File: src/rtl/router_input_fifo_if.sv
// router_input_fifo_if
// Handshake and bus bundle between an upstream link, the router input FIFO,
// and the routing stage that drains it.
//
// Signals:
//   rx_valid  - upstream writes rx_flit this cycle
//   rx_flit   - incoming flit (FLIT_W bits)
//   rd_en     - downstream pops the head flit this cycle
//   empty     - no flit stored
//   full      - DEPTH flits stored
//   flit_out  - head flit (first-word-fall-through)
//   flit_type - flit_out[FLIT_W-1:FLIT_W-3]
//   dst_addr  - flit_out[`AXIS-1:0]
//   flow_out  - upstream flow control (ready level or credit pulse)
//   err       - sticky protocol/overflow error
//
// Modports: master = upstream/downstream side driving rx_* and rd_en,
//           slave  = the FIFO itself.
//
// Flit-format macros `AXIS, `HEADER, `BODY and `TAIL get defaults here when
// the surrounding project does not supply them.

`ifndef AXIS
`define AXIS 4
`endif
`ifndef HEADER
`define HEADER 3'b001
`endif
`ifndef BODY
`define BODY 3'b010
`endif
`ifndef TAIL
`define TAIL 3'b011
`endif

interface router_input_fifo_if #(
    parameter int FLIT_W = 32
);
    logic              rx_valid;
    logic [FLIT_W-1:0] rx_flit;
    logic              rd_en;
    logic              empty;
    logic              full;
    logic [FLIT_W-1:0] flit_out;
    logic [2:0]        flit_type;
    logic [`AXIS-1:0]  dst_addr;
    logic              flow_out;
    logic              err;

    modport master (
        output rx_valid, rx_flit, rd_en,
        input  empty, full, flit_out, flit_type, dst_addr, flow_out, err
    );

    modport slave (
        input  rx_valid, rx_flit, rd_en,
        output empty, full, flit_out, flit_type, dst_addr, flow_out, err
    );
endinterface

File: src/rtl/router_input_fifo.sv
// router_input_fifo
// Input buffer for one router port: a DEPTH-deep first-word-fall-through
// FIFO of FLIT_W-bit flits with a packet-framing checker and a sticky error.
//
// Ports:
//   clk  - single clock, all state updates on the rising edge
//   rst  - synchronous active-high reset
//   bus  - router_input_fifo_if.slave (rx_valid/rx_flit/rd_en in;
//          empty/full/flit_out/flit_type/dst_addr/flow_out/err out)
//
// Parameters: FLIT_W (flit width), DEPTH (slots, power of two, >= 2).
//
// Build option ROUTER_FIFO_CREDIT_EN:
//   defined   -> flow_out is a one-cycle credit pulse, registered one cycle
//                after each accepted read (upstream starts with DEPTH credits)
//   undefined -> flow_out = ~full (combinational ready)

`ifndef AXIS
`define AXIS 4
`endif
`ifndef HEADER
`define HEADER 3'b001
`endif
`ifndef TAIL
`define TAIL 3'b011
`endif

module router_input_fifo #(
    parameter int FLIT_W = 32,
    parameter int DEPTH  = 4
) (
    input logic                clk,
    input logic                rst,
    router_input_fifo_if.slave bus
);
    localparam int AW = $clog2(DEPTH);
    localparam logic [AW:0] DEPTH_CNT = (AW+1)'(DEPTH);

    typedef enum logic {
        IDLE   = 1'b0,
        IN_PKT = 1'b1
    } pkt_state_t;

    logic [FLIT_W-1:0] mem [DEPTH];
    logic [AW-1:0]     wr_ptr_reg;
    logic [AW-1:0]     rd_ptr_reg;
    logic [AW:0]       count_reg;
    logic [AW:0]       count_next;
    logic              err_reg;
    pkt_state_t        state_reg;
    pkt_state_t        state_next;

    logic       rd_acc;
    logic       wr_acc;
    logic       overflow;
    logic       pkt_err;
    logic [2:0] rx_type;

    assign bus.empty = (count_reg == '0);
    assign bus.full  = (count_reg == DEPTH_CNT);

    // A full FIFO still takes a write when the same cycle frees a slot.
    assign rd_acc   = bus.rd_en & ~bus.empty;
    assign wr_acc   = bus.rx_valid & (~bus.full | rd_acc);
    assign overflow = bus.rx_valid & ~wr_acc;
    assign rx_type  = bus.rx_flit[FLIT_W-1:FLIT_W-3];

    // Data array: no reset, stored contents survive rst by design.
    always_ff @(posedge clk) begin
        if (!rst && wr_acc) begin
            mem[wr_ptr_reg] <= bus.rx_flit;
        end
    end

    always_comb begin
        count_next = count_reg;
        case ({wr_acc, rd_acc})
            2'b10:   count_next = count_reg + 1'b1;
            2'b01:   count_next = count_reg - 1'b1;
            default: count_next = count_reg;
        endcase
    end

    always_ff @(posedge clk) begin
        if (rst) begin
            wr_ptr_reg <= '0;
            rd_ptr_reg <= '0;
            count_reg  <= '0;
            err_reg    <= 1'b0;
        end else begin
            if (wr_acc) wr_ptr_reg <= wr_ptr_reg + 1'b1;
            if (rd_acc) rd_ptr_reg <= rd_ptr_reg + 1'b1;
            count_reg <= count_next;
            err_reg   <= err_reg | overflow | pkt_err;
        end
    end

    // Packet checker: state register
    always_ff @(posedge clk) begin
        if (rst) state_reg <= IDLE;
        else     state_reg <= state_next;
    end

    // Packet checker: next state (only accepted writes advance it)
    always_comb begin
        state_next = state_reg;
        if (wr_acc) begin
            case (state_reg)
                IDLE:    if (rx_type == `HEADER) state_next = IN_PKT;
                IN_PKT:  if (rx_type == `TAIL)   state_next = IDLE;
                default: state_next = IDLE;
            endcase
        end
    end

    // Packet checker: outputs. A HEADER inside a packet is flagged but
    // treated as the start of a new packet, so the state stays IN_PKT.
    always_comb begin
        pkt_err = 1'b0;
        if (wr_acc) begin
            case (state_reg)
                IDLE:    pkt_err = (rx_type != `HEADER);
                IN_PKT:  pkt_err = (rx_type == `HEADER);
                default: pkt_err = 1'b0;
            endcase
        end
    end

    assign bus.flit_out  = mem[rd_ptr_reg];
    assign bus.flit_type = bus.flit_out[FLIT_W-1:FLIT_W-3];
    assign bus.dst_addr  = bus.flit_out[`AXIS-1:0];
    assign bus.err       = err_reg;

`ifdef ROUTER_FIFO_CREDIT_EN
    logic credit_reg;

    // Each freed slot returns one credit the cycle after the read.
    always_ff @(posedge clk) begin
        if (rst) credit_reg <= 1'b0;
        else     credit_reg <= rd_acc;
    end

    assign bus.flow_out = credit_reg;
`else
    assign bus.flow_out = ~bus.full;
`endif

endmodule

File: src/flat_wrapper.sv
// flat-port wrapper written by rule: the top's interface ports become plain ports
module router_input_fifo_flat 
#(
    parameter int FLIT_W = 32,
    parameter int DEPTH  = 4
)
  (clk, rst, bus_rx_valid, bus_rx_flit, bus_rd_en, bus_empty, bus_full, bus_flit_out, bus_flit_type, bus_dst_addr, bus_flow_out, bus_err);
  router_input_fifo_if #(.FLIT_W(FLIT_W)) bus_i ();
  input logic clk;
  input logic rst;
  input wire logic [$bits(bus_i.rx_valid)-1:0] bus_rx_valid;
  input wire logic [$bits(bus_i.rx_flit)-1:0] bus_rx_flit;
  input wire logic [$bits(bus_i.rd_en)-1:0] bus_rd_en;
  output wire logic [$bits(bus_i.empty)-1:0] bus_empty;
  output wire logic [$bits(bus_i.full)-1:0] bus_full;
  output wire logic [$bits(bus_i.flit_out)-1:0] bus_flit_out;
  output wire logic [$bits(bus_i.flit_type)-1:0] bus_flit_type;
  output wire logic [$bits(bus_i.dst_addr)-1:0] bus_dst_addr;
  output wire logic [$bits(bus_i.flow_out)-1:0] bus_flow_out;
  output wire logic [$bits(bus_i.err)-1:0] bus_err;
  assign bus_i.rx_valid = bus_rx_valid;
  assign bus_i.rx_flit = bus_rx_flit;
  assign bus_i.rd_en = bus_rd_en;
  assign bus_empty = bus_i.empty;
  assign bus_full = bus_i.full;
  assign bus_flit_out = bus_i.flit_out;
  assign bus_flit_type = bus_i.flit_type;
  assign bus_dst_addr = bus_i.dst_addr;
  assign bus_flow_out = bus_i.flow_out;
  assign bus_err = bus_i.err;
  router_input_fifo #(.FLIT_W(FLIT_W), .DEPTH(DEPTH)) u_core (.clk(clk), .rst(rst), .bus(bus_i));
endmodule
File: config.mk
export PLATFORM = sky130hd
export DESIGN_NAME = router_input_fifo_flat
export DESIGN_NICKNAME = d
export VERILOG_FILES = /design/src/rtl/router_input_fifo_if.sv /design/src/rtl/router_input_fifo.sv /design/src/flat_wrapper.sv
export SDC_FILE = /design/constraint.sdc
export NUM_CORES = 1
export LEC_CHECK = 0
export CORE_MARGIN = 10
export CORE_UTILIZATION = 58
export DETAILED_ROUTE_END_ITERATION = 7
export GPL_ROUTABILITY_DRIVEN = 0
export PLACE_DENSITY = 0.85
export SYNTH_ARGS = -nofsm -noshare
export SYNTH_HDL_FRONTEND = slang
export SYNTH_SLANG_ARGS = --single-unit
File: constraint.sdc
create_clock -name clk -period 4.8 [get_ports clk]
set_input_delay 0.48 -clock clk [delete_from_list [all_inputs] [get_ports clk]]
set_output_delay 0.48 -clock clk [all_outputs]
set_load 0.005 [all_outputs]
==> impl_metrics.ini <==
[synthesis]
yosysMostFrequentCell = edfxtp_1
synth_ff_type = edfxtp_1
syn-mean-instance-area_um2 = 21.5
synth.yosys.warnings = 0
synth_edf_count = 128
syn-instance-count = 247
yosys-top-cells-count = 128 x edfxtp_1, 32 x mux4_2, 13 x nor2_1
yosysTopAreaCellShare_pct = 72.4
async_reset_ff_share_pct = 0
ys_types = 36
synth_nets = 288
yosys-top-cells-area = edfxtp_1 72%, mux4_2 14%, dfxtp_1 4.1%
ys_seq_area_share_pct = 76.6
synth_area_um2 = 5310
ys_ff_latch = 139
synth_area_leader_cell = edfxtp_1

[clocking]
clkSinkCount = 139
post-cts-setup-buffers = 0
clock_path_buffers = 2
htree_levels = 4
cts_resized = 0
worst_skew_pair.late_latency_ps = 510
cts.reportedPaths.clkPinSlew_ps = 60
cts_buffers = 17
hold_buffers = 0
clockRootBuffer = clkbuf_8
cts_tree = yes

[setup_path]
cp_data_arrival_time_ps = 2820
cp.buffers_inverters = 2
cp_top_family = flip-flops
crit_slowest_cell = dfxtp_2
path_cells = buf_4, mux4_2, clkdlybuf4s50_1
setup.worst_path.start_class = register
worst_setup_path_end_kind = output port
path_max_fanout = 22
required_ps = 4320
path_class = register to output port
critPathMaxStageDelay_ps = 870

[sta]
slew_headroom_pct = 40.8
period_minus_slack_ps = 3300
tns_ps = 0
setup_viol = 0
min_period_over_period_pct = 68.8
fin_skew_ps = 11.3
worstMarginPinSlew_ps = 888
setup_slack_ps = 1500
hold_slack_ps = 499
maxSlewViolCount = 0
rsz0062_at_grt = false
fmax_mhz = 303
final_hold_viol_count = 0

[run_status]
run_status = complete, no violations

[placed_design]
place_area_um2 = 6130
numPlacedInstances = 417
port_buffers = 78
hpwl_um = 5970
dp_slack_ps = 1960

[detailed_routing]
routedWlPerCell_um = 23.0
viasPerCell = 5.83
drtAntennaViolNets = 0
drt_iter0_drc = 171
routed_wl_um = 10300
num_vias = 2617
drtPass1Iterations = 4
drc = 0

[power_and_ir_drop]
finalPower_mw = 3.09
p_per_area_nw_per_um2 = 461
p_leak_nw = 2.18
vdd_drop_max_v = 0.000278

[finish]
instances_no_fill = 449
drive_above_1_share_pct = 21.7
postLayoutCellArea_um2 = 6700
largest_reg_flops = 128
fin_nets = 369
antenna_cells = 0
areaGrowthSynthToFinish_pct = 26.1
utilization_pct = 76.0

[die]
io_pins = 79
fp.dieH_um = 116
dieWidth_um = 116
rows = 34
core_um2 = 8810
start_util_pct = 60.3
die_area_um2 = 13400

[min_path]
holdCritPathClass = register to register

[global_routing]
grt_pass1_vias = 2824
antenna_found_initial = 0
overflow = 0
grt_max_degree = 33
grt_pass1_wl_um = 16000
grt_use_total_pct = 16.4

[run]
drv_cap = 0
[layout make-up]
class / count / area, um2
fillers: 482 / 2110
clock buffers: 18 / 418
inverters: 7 / 26.3
clock inverters: 14 / 148
well taps: 108 / 135
multi-input cells: 84 / 1110
flip-flops and latches: 139 / 4070
repair buffers: 79 / 788
[report_power, final]
part | internal (mW) | total, mW | switching [mW]
logic | 0.276 | 0.430 | 0.154
registers | 1.38 | 1.43 | 0.0566
clock network | 0.739 | 1.22 | 0.484
[worst paths after layout]
path	from	end	slack, ps	cells past startpoint
setup / recovery	register	bus_flit_out[29]	1500	3
hold / removal	u_core.bus.err$_SDFF_PP0_	u_core.bus.err$_SDFF_PP0_	500	2
setup reg to reg	u_core.count_reg[0]$_SDFFE_PP0P_	u_core.mem[3][25]$_DFFE_PP_	2670	4
hold reg to reg	u_core.bus.err$_SDFF_PP0_	u_core.bus.err$_SDFF_PP0_	500	2
[placed cells by master (no fill, tap or decap), types with 4 or more instances in the layout]
cell type	Yosys	routed
mux4_2	32	32
and2_2	0	4
dfxtp_1	11	9
clkinvlp_4	0	4
clkdlybuf4s50_1	0	78
xor2_1	4	4
nor2_1	13	13
clkbuf_16	0	16
ha_1	4	4
inv_1	7	7
edfxtp_1	128	128
[cells by family after synthesis]
kind of cell / share of synthesized area [%]
buffers and inverters: 2.55
AND/OR/NAND/NOR: 3.23
multiplexers: 14.0
XOR/XNOR: 0.990
flip-flops: 76.6
AO/OA/AOI/OAI: 1.30
adder cells (fa/ha/maj): 1.32
[worst reg2reg max path: cells and delay by family (launching register included)]
| kind | cells | cell delay (ps) |
|---|---|---|
| DFF | 1 | 450 |
| and+or+nand+nor | 4 | 1300 |
[routing by layer]
layer	global-route usage, %	part of all wire, %	up-vias
li1	-	-	1157
met1	19.5	39	1357
met2	26.7	52	97
met3	6.25	7.6	6
met4	6.26	0.88	0
met5	0	0	-
No activity file was read; power rests on OpenSTA's default activity.
